`src/rtl/seq_pkg.sv`:
```
// seq_pkg: shared state encoding, field widths and ROM entry layout for the tick sequencer
package seq_pkg;
  typedef enum logic [1:0] {IDLE = 2'd0, FETCH = 2'd1, HOLD = 2'd2, DONE = 2'd3} state_e;
  localparam int ADDR_W_DEF = 5;
  localparam int NOTE_W_DEF = 6;
  localparam int DUR_W_DEF = 6;
  localparam int DUR_LSB = 0;
  localparam int END_MARK = 0;
endpackage

```
`src/rtl/seq_rom.sv`:
```
// seq_rom: combinational pattern table, addr -> {note, dur}
module seq_rom import seq_pkg::*; #(
  parameter int ADDR_W = ADDR_W_DEF,
  parameter int NOTE_W = NOTE_W_DEF,
  parameter int DUR_W = DUR_W_DEF
) (
  input  logic [ADDR_W-1:0]       addr_i,
  output logic [NOTE_W+DUR_W-1:0] entry_o
);
  always_comb begin
    case (addr_i)
      ADDR_W'(0): entry_o = {NOTE_W'(10), DUR_W'(2)};
      ADDR_W'(1): entry_o = {NOTE_W'(20), DUR_W'(1)};
      ADDR_W'(2): entry_o = {NOTE_W'(30), DUR_W'(3)};
      default:    entry_o = '0;
    endcase
  end
endmodule

```
`src/rtl/tick_sequencer.sv`:
```
// tick_sequencer: steps through the note ROM, holding each note for its duration in ticks
module tick_sequencer import seq_pkg::*; #(
  parameter int ADDR_W = ADDR_W_DEF,
  parameter int NOTE_W = NOTE_W_DEF,
  parameter int DUR_W = DUR_W_DEF
) (
  input  logic              clock,
  input  logic              reset,
  input  logic              tick,
  input  logic              play,
  input  logic              restart,
  output logic [NOTE_W-1:0] note,
  output logic              note_valid,
  output logic [ADDR_W-1:0] step_addr,
  output logic              busy,
  output logic              done
);
  state_e state_q, state_d;
  logic [ADDR_W-1:0] addr_q, addr_d;
  logic [DUR_W-1:0] ticks_q, ticks_d;
  logic [NOTE_W-1:0] note_q, note_d;
  logic nv_q, nv_d;
  logic [NOTE_W+DUR_W-1:0] entry;
  logic [NOTE_W-1:0] rom_note;
  logic [DUR_W-1:0] rom_dur;
  seq_rom #(.ADDR_W(ADDR_W), .NOTE_W(NOTE_W), .DUR_W(DUR_W)) u_rom (
    .addr_i (addr_q),
    .entry_o(entry)
  );
  assign rom_dur = entry[DUR_LSB +: DUR_W];
  assign rom_note = entry[DUR_LSB+DUR_W +: NOTE_W];
  always_ff @(posedge clock) begin
    if (reset) begin
      state_q <= IDLE;
      addr_q <= '0;
      ticks_q <= '0;
      note_q <= '0;
      nv_q <= 1'b0;
    end else begin
      state_q <= state_d;
      addr_q <= addr_d;
      ticks_q <= ticks_d;
      note_q <= note_d;
      nv_q <= nv_d;
    end
  end
  always_comb begin
    state_d = state_q;
    addr_d = addr_q;
    ticks_d = ticks_q;
    note_d = note_q;
    nv_d = 1'b0;
    case (state_q)
      IDLE: state_d = play ? FETCH : IDLE;
      FETCH: begin
        if (rom_dur == DUR_W'(END_MARK)) state_d = DONE;
        else begin
          note_d = rom_note;
          ticks_d = rom_dur;
          nv_d = 1'b1;
          state_d = HOLD;
        end
      end
      HOLD: begin
        // the last address ends the pattern instead of wrapping
        if (tick && play) begin
          if (ticks_q > DUR_W'(1)) ticks_d = ticks_q - DUR_W'(1);
          else if (addr_q != {ADDR_W{1'b1}}) begin
            addr_d = addr_q + ADDR_W'(1);
            state_d = FETCH;
          end else state_d = DONE;
        end
      end
      default: state_d = DONE;
    endcase
    if (restart) begin
      state_d = IDLE;
      addr_d = '0;
      ticks_d = '0;
      note_d = '0;
      nv_d = 1'b0;
    end
  end
  assign note = note_q;
  assign note_valid = nv_q;
  assign step_addr = addr_q;
  assign busy = (state_q == FETCH) || (state_q == HOLD);
  assign done = state_q == DONE;
endmodule

```
`config.mk`:
```
export PLATFORM = sky130hd
export DESIGN_NAME = tick_sequencer
export DESIGN_NICKNAME = d
export VERILOG_FILES = /design/src/rtl/seq_pkg.sv /design/src/rtl/seq_rom.sv /design/src/rtl/tick_sequencer.sv
export SDC_FILE = /design/constraint.sdc
export NUM_CORES = 1
export LEC_CHECK = 0
export ABC_AREA = 1
export ABC_CLOCK_PERIOD_IN_PS = 1600
export BUFFER_PORTS_ARGS = -buffer_cell sky130_fd_sc_hd__buf_2
export CORE_MARGIN = 2
export CORE_UTILIZATION = 45
export DETAILED_ROUTE_END_ITERATION = 7
export GPL_ROUTABILITY_DRIVEN = 0
export PLACE_DENSITY = 0.74
export SETUP_SLACK_MARGIN = 0.15
export SYNTH_ARGS = -nofsm -noshare
export SYNTH_HDL_FRONTEND = slang
export SYNTH_HIERARCHICAL = 1
export SYNTH_SLANG_ARGS = --single-unit
```
`constraint.sdc`:
```
create_clock -name clock -period 1.6 [get_ports clock]
set_input_delay 0.08 -clock clock [delete_from_list [all_inputs] [get_ports clock]]
set_output_delay 0.08 -clock clock [all_outputs]
set_load 0.02 [all_outputs]
```
======== Yosys cells after proc, flatten, opt, wreduce, memory -nomap -nowiden ========
Cells that the tools add are included.
word-level totals
  bits in registers ....................... 20
  latch bits .............................. 0
  bits in writable memories ............... 0
  bits in read-only memories .............. 0
  bits of input ports ..................... 5
  output and inout bits ................... 14
  word-level logic and storage cells ...... 45
  memories kept ........................... 0
operators by class
  add/subtract/negate cells ............... 2
  multiply operators ...................... 0
  div/mod/pow operators ................... 0
  $lt $le $gt $ge ......................... 1
  equality and inequality tests ........... 10
  shift-type cells ........................ 0
  mux-type cells .......................... 12
  bitwise gates (word level) .............. 3
  reductions and logical operators ........ 12
operator list
  cell                 number
  $pmux 11 s3          1
  $mux 6               3
  $pmux 6 s2           1
  $ne 2x2->1 const B   4
  $reduce_and 4->1     2
  $gt 6x1->1 const B   1
  $logic_not 6->1      1
  $mux 2               3
  $pmux 2 s3           1
  $sub 6x1->6 const B  1
  $add 5x1->5 const B  1
  $eq 5x1->1 const B   1
  $eq 5x2->1 const B   1
  $logic_not 5->1      1
  $ne 5x5->1 const B   1
  $eq 2x2->1 const B   2
  $reduce_and 2->1     2
  $mux 1               3
  $not 1->1            3
  $reduce_or 3->1      1
  $eq 2x1->1 const B   1
  $logic_not 2->1      1
  $reduce_bool 2->1    1
  $reduce_or 2->1      1
  other kinds (2)      2

======== Logic depth before layout (Yosys ltp) ========
Gate-level depths: netlist of run 1.
  depth in word-level cells ............... 5
  depth in mapped cells ................... 11
  depth with buffers taken out ............ 11

======== Cells and area by module ========
Netlist of run 1, hierarchy kept.
by module, submodules not included
  module          times used  cells each  area each (µm²)  seq. area each (µm²)
  tick_sequencer  1           172         1,157.4          400.4
  seq_rom         1           21          118.9            0.0

======== Worst setup path after synthesis of run 1 ========
Ideal clock, no wire load.
  path type ............................... register -> register
  from .................................... register addr_q[0] (netlist: step_addr[0])
  to ...................................... register addr_q[2] (netlist: step_addr[2])
  setup time .............................. 114 ps
  data arrival time ....................... 1,512 ps
  required time ........................... 1,486 ps
  setup slack ............................. -26 ps
  cell stages (with the launch flop) ...... 10
  path buffers ............................ 0
  clock period less this slack ............ 1,626 ps
  cells stage by stage .................... dfxtp_1 > ha_1 > inv_1 > nor3_1 > ha_1 > nor3_4 > nand2_2 > nor2_2 > xor2_1 > nor2_1
on the way
  longest elaborated chain between the ends .. 2
  elaborated cells on any way between the ends .. 3
  classes of those cells .................. 1 x add/sub; 1 x eq/ne; 1 x reduce/logical
RTL lines
  element                                              line                  source
  from (decl)                                          tick_sequencer.sv:19  logic [ADDR_W-1:0] addr_q, addr_d;
  from (signal assigned)                               tick_sequencer.sv:41  addr_q <= addr_d;
  branches (longest 2 deep; another with $add 5x1->5)  --
Parallel ways; which one is timed is not known.
A chain may end at the register's enable or synchronous reset.

======== Final worst setup path of run 1 ========
Ends and elaborated chain as after synthesis.

==> flow_metrics.env, run 1 <==
export IMPL_cts_made_buffers=3
export IMPL_grt_pass1_wl_microns=4620
export IMPL_report_final_hold_viol_count=0
export IMPL_hpwlAfterDp_microns=1870
export IMPL_drt_wl_total_microns=2980
export IMPL_status="complete, no violations"
export IMPL_synthDistinctLibCells=21
export IMPL_dr_pass1_iters=4
export IMPL_grt_pass1_vias=1140
export IMPL_htreeDepth=1
export IMPL_row_count=19
export IMPL_combPwrFrac_pct=17.2
export IMPL_port_buffers=18
export IMPL_drc=0
export IMPL_nets=237
export IMPL_internal_power_mw=0.762
export IMPL_avgSynthCellArea_sq_um=6.61
export IMPL_setup_viol_count_final=0
export IMPL_coreArea_sq_um=2730
export IMPL_root_buffer="clkbuf_4"
export IMPL_wire_per_inst_microns=11.7
export IMPL_ys_warn_count=6
export IMPL_final_cell_mix="nor2_1, nand2_1, buf_2, buf_4, inv_1"
export IMPL_maxCapViolCount=0
export IMPL_timing_final_max_slew_violations=0
export IMPL_power_frac_clock_pct=33.9
export IMPL_vias=1243
export IMPL_vias_per_cell=4.89
export IMPL_fin_crit_ns=1.46
export IMPL_ys_seq_elements=20
export IMPL_cp_max_fo=5
export IMPL_cts_tree="done"
export IMPL_io_pins=19
export IMPL_fp_dieW_microns=57.3
export IMPL_hp_class="in2reg"
export IMPL_holdBufCountCts=0
export IMPL_sw_frac_of_total_pct=27.3
export IMPL_power_frac_seq_pct=48.9
export IMPL_fmax_mhz=687
export IMPL_cts_sinks=20
export IMPL_worstSetupStartpointType="register"
export IMPL_drtAntennaViolNets=0
export IMPL_cp_required_ns=1.81
export IMPL_worst_setup_path_end_kind="register"
export IMPL_ys_seq_area_share_pct=31.4
export IMPL_rsz0062_at_grt="yes"
export IMPL_peakVddDrop_mv=0.618
export IMPL_antenna_cells=0
export IMPL_grt_max_degree=18
export IMPL_gr_usage_all_layers_pct=17.9
export IMPL_syn_inst=193
export IMPL_finClkSkew_ns=0.00682
export IMPL_antenna_found_initial=0
export IMPL_switching_power_mw=0.287
export IMPL_area_growth_pct=33.6
export IMPL_cts_buffer_depth=2
export IMPL_p_total_mw=1.05
export IMPL_syn_area_sq_um=1280
export IMPL_final_common_cell="nor2_1"
export IMPL_cp_arrival_ns=1.66
export IMPL_post_route_period_util_pct=91.0
export IMPL_cts_clk_slew_worst_paths_ns=0.11
export IMPL_fin_util_pct=62.4
export IMPL_initial_core_util_pct=46.7
export IMPL_crit_type="reg2reg"
export IMPL_overflow=0
export IMPL_drtIter0Drc=31
export IMPL_tns_ns=0
export IMPL_dieArea_sq_um=3280
export IMPL_powerDensity_nw_per_um2=615
export IMPL_drive_above_1_share_pct=40.8
export IMPL_die_h_microns=57.3
export IMPL_clk_latency_ns=0.31
export IMPL_power_leakage_nw=0.778
-- per-stage QoR --
stage / cell area [sq um] / setup slack [ns] / hold slack [ns] / instances
floorplan: 1320 / 0.155 / 0.300 / 198
CTS: 1540 / 0.153 / 0.183 / 251
global route: 1710 / 0.0476 / 0.201 / 254
global placement: 1390 / 0.108 / 0.460 / 240
detailed placement: 1390 / 0.0584 / 0.467 / 240
finish: 1710 / 0.145 / 0.186 / 254
-- cells by family after synthesis --
logic type / synth area share (%)
AND/OR/NAND/NOR: 34.3
buffers and inverters: 14.7
AO/OA/AOI/OAI: 9.41
flip-flops: 31.4
adder cells (fa/ha/maj): 7.84
XOR/XNOR: 2.06
other: 0.294
-- power by group through the flow --
| stage | Sequential [mW] | Combinational, mW | Clock (mW) |
|---|---|---|---|
| 2_1_floorplan | 0.532 | 0.116 | 0 |
| 3_3_place_gp | 0.527 | 0.143 | 0 |
| 3_5_place_dp | 0.528 | 0.145 | 0 |
| 4_1_cts | 0.515 | 0.152 | 0.370 |
| 5_1_grt | 0.515 | 0.202 | 0.383 |
| 6_report | 0.513 | 0.180 | 0.356 |
-- synth_stat cells, drive strengths merged --
master | number | share of area [%]
a21oi | 6 | 2.4
dfxtp | 20 | 31
xor2 | 2 | 1.4
nor3 | 2 | 1.7
o21ai | 18 | 7.1
clkbuf | 1 | 0.39
ha | 8 | 7.8
conb | 1 | 0.29
inv | 24 | 7.3
xnor2 | 1 | 0.69
nand2 | 39 | 12
nand4 | 4 | 2.0
nand3 | 9 | 3.9
nor2 | 46 | 15
buf | 12 | 7.1
-- routing by layer --
metal / vias to the layer above / GRT usage, % / wire length, microns
met2: 25 / 31.7 / 1520
met5: - / 0 / 0
met1: 558 / 21.4 / 1270
li1: 650 / - / -
met4: 0 / 5.32 / 73
met3: 10 / 4.31 / 114
-- final timing paths --
check / from / endpoint / slack (ns) / cells after the start
setup / recovery: step_addr[0] / step_addr[2] / 0.14 / 9
hold / removal: play / state_q[0] / 0.19 / 5
setup reg to reg: step_addr[0] / step_addr[2] / 0.14 / 9
hold reg to reg: note[2] / note[2] / 0.49 / 2
-- registers in the layout, summed over array words and instances (netlist names) --
name	flops
note	6
state_q	2
ticks_q	6
step_addr	5
note_valid	1
-- what timing repair did --
item,in CTS,in global routing
buffers inserted,7,3
pin swaps,9,12
resized for setup,13,49
setup endpoints to repair,16,20
-- final cells by class --
type	instances	area, sq um
clock buffer	4	47.5
inverter	24	95.1
fill	222	1030
tap	31	38.8
multi-input combinational	141	890
sequential	20	420
timing repair buffer	34	214
-- critical path, stage by stage, from the launching register on --
cell	delay, ns
dfxtp_4	0.39
ha_4	0.16
inv_4	0.06
nor3_4	0.04
ha_4	0.17
nor3_4	0.12
nand2_2	0.11
nor2_2	0.11
xor2_1	0.15
nor2_1	0.05
Power figures use the tool's default switching activity.
==> run 2, diff against run 1 <==
Settings changed: CTS_BUF_LIST set to sky130_fd_sc_hd__clkbuf_2 sky130_fd_sc_hd__clkbuf_4 sky130_fd_sc_hd__clkbuf_8.
==> run 2 against run 1 <==
Compared with the run above:
- global-route usage shrank 0.19 points
- final cell count fell by 0.39%
- first-iteration DRC count decreased by 13%
- non-clock buffer count decreased by 1
- total power up 5.0%
- cell area is 0.95% lower
- hold slack better by 0.0021 ns
- combinational power is 4% lower
- via count fell by 2.4%
- sequential share of layout area increased by 0.31 points
- clock power rose by 17%
- sequential power about the same
- critical path type unchanged
- critical endpoint unchanged
==> flow_metrics.env, run 2 (same netlist as run 1, synthesis figures left out) <==
export IMPL_status="complete, no violations"
export IMPL_cp_max_fo=5
export IMPL_drc=0
export IMPL_drtIter0Drc=27
export IMPL_fmax_mhz=697
export IMPL_cp_top_family="flip-flops"
export IMPL_clk_latency_ns=0.31
export IMPL_worst_setup_path_end_kind="register"
export IMPL_port_buffers=18
export IMPL_io_pins=19
export IMPL_powerDensity_nw_per_um2=652
export IMPL_cts_buffer_depth=2
export IMPL_r2r_start="step_addr[0]"
export IMPL_antenna_cells=0
export IMPL_coreArea_sq_um=2730
export IMPL_gr_usage_all_layers_pct=17.7
export IMPL_min_path_cells=5
export IMPL_path_cells="ha_4, inv_2, nor3_2, ha_2, nor3_4, nand2_2, nor2_2, xor2_1, nor2_1"
export IMPL_fin_crit_ns=1.43
export IMPL_tns_ns=0
export IMPL_fp_dieW_microns=57.3
export IMPL_cts_made_buffers=3
export IMPL_overflow=0
export IMPL_crit_buf_inv=1
export IMPL_worstSetupStartpointType="register"
export IMPL_cp_required_ns=1.80
export IMPL_hpwlAfterDp_microns=1870
export IMPL_dr_pass1_iters=4
export IMPL_grt_max_degree=18
export IMPL_post_route_period_util_pct=89.7
export IMPL_cp_slowest_cell="dfxtp_4"
export IMPL_reg2reg_to="step_addr[2]"
export IMPL_drtAntennaViolNets=0
export IMPL_final_common_cell="nor2_1"
export IMPL_cts_clk_slew_worst_paths_ns=0.11
export IMPL_vias_per_cell=4.79
export IMPL_peakVddDrop_mv=0.809
export IMPL_crit_path_end="step_addr[2]"
export IMPL_final_cell_mix="nor2_1, nand2_1, buf_2, inv_1, buf_4"
export IMPL_ff2ff_path_depth=9
export IMPL_report_final_hold_viol_count=0
export IMPL_wire_per_inst_microns=11.0
export IMPL_dieArea_sq_um=3280
export IMPL_power_leakage_nw=0.758
export IMPL_cts_tree="done"
export IMPL_nets=236
export IMPL_htreeDepth=1
export IMPL_setup_viol_count_final=0
export IMPL_cp_arrival_ns=1.64
export IMPL_grt_pass1_wl_microns=4560
export IMPL_row_count=19
export IMPL_area_growth_pct=32.4
export IMPL_grt_pass1_vias=1130
export IMPL_p_total_mw=1.10
export IMPL_rsz0062_at_grt="yes"
export IMPL_cp_startpoint="step_addr[0]"
export IMPL_seq_area_sq_um=422
export IMPL_crit_type="reg2reg"
export IMPL_whs_ns=0.189
export IMPL_cts_sinks=20
export IMPL_timing_final_max_slew_violations=0
export IMPL_drt_wl_total_microns=2790
export IMPL_die_h_microns=57.3
export IMPL_fillers=233
export IMPL_maxCapViolCount=0
export IMPL_vias=1213
export IMPL_initial_core_util_pct=46.7
export IMPL_antenna_found_initial=0
export IMPL_drive_above_1_share_pct=40.5
export IMPL_regToRegSetupSlack_ns=0.17
export IMPL_hp_class="in2reg"
export IMPL_root_buffer="clkbuf_4"
export IMPL_slowest_delay_ns=0.39
export IMPL_finClkSkew_ns=0.00634
export IMPL_worst_path_stages=9
export IMPL_multi_input_area_sq_um=877
==> run 2: layout make-up <==
cell class | count | share of cell area [%]
Clock buffer | 3 | 1.33
Inverter | 24 | 5.48
Sequential cell | 20 | 25.0
Multi-Input combinational cell | 141 | 51.9
Timing Repair Buffer | 33 | 12.2
Tap cell | 31 | 2.30
Clock inverter | 1 | 1.78
==> run 2: power breakdown <==
part | switching [mW] | internal (mW) | leakage (nW)
Combinational | 0.109 | 0.0640 | 0.563
Sequential | 0.00982 | 0.503 | 0.167
Clock | 0.161 | 0.253 | 0.0279
==> run 2: layer usage <==
metal | share of wire, % | GRT usage, % | vias to the layer above
met1 | 45 | 21.3 | 546
met5 | 0 | 0 | -
met3 | 2.8 | 4.31 | 6
met4 | 1.8 | 5.32 | 0
met2 | 51 | 31.2 | 17
li1 | - | - | 644
==> run 2: worst min path at each step <==
stage                     slack, ns    start    endpoint
after floorplan                0.30    reset     note[3]
after global placement         0.46  note[0]     note[0]
after detailed placement       0.47  note[2]     note[2]
after CTS                      0.19     play  state_q[0]
after global routing           0.20    reset  note_valid
final                          0.19     play  state_q[0]
==> run 2: through the flow <==
step	util, %	worst slack (ns)	instance area [sq um]	std cells
2_1_floorplan	-	0.155	1320	198
3_3_place_gp	51.0	0.108	1390	240
3_5_place_dp	51.0	0.0584	1390	240
4_1_cts	55.6	0.137	1520	250
5_1_grt	61.8	0.0609	1690	253
6_report	61.8	0.165	1690	253
==> run 2: repair_timing <==
item                                    4_1_cts  5_1_grt
resized for setup                             9       49
endpoints found under the hold margin         0        0
hold buffers                                  0        0
pin swaps                                     6       18
endpoints found under the setup margin       16       20
gates cloned                                  0        0
setup buffers                                 6        3
==> run 2: worst reg2reg max path, cell delays in order, from the launching register on <==
cell and delay [ns]:
dfxtp_4 0.39, ha_4 0.16, inv_2 0.06, nor3_2 0.04, ha_2 0.20, nor3_4 0.11, nand2_2 0.10, nor2_2 0.09
xor2_1 0.15, nor2_1 0.05
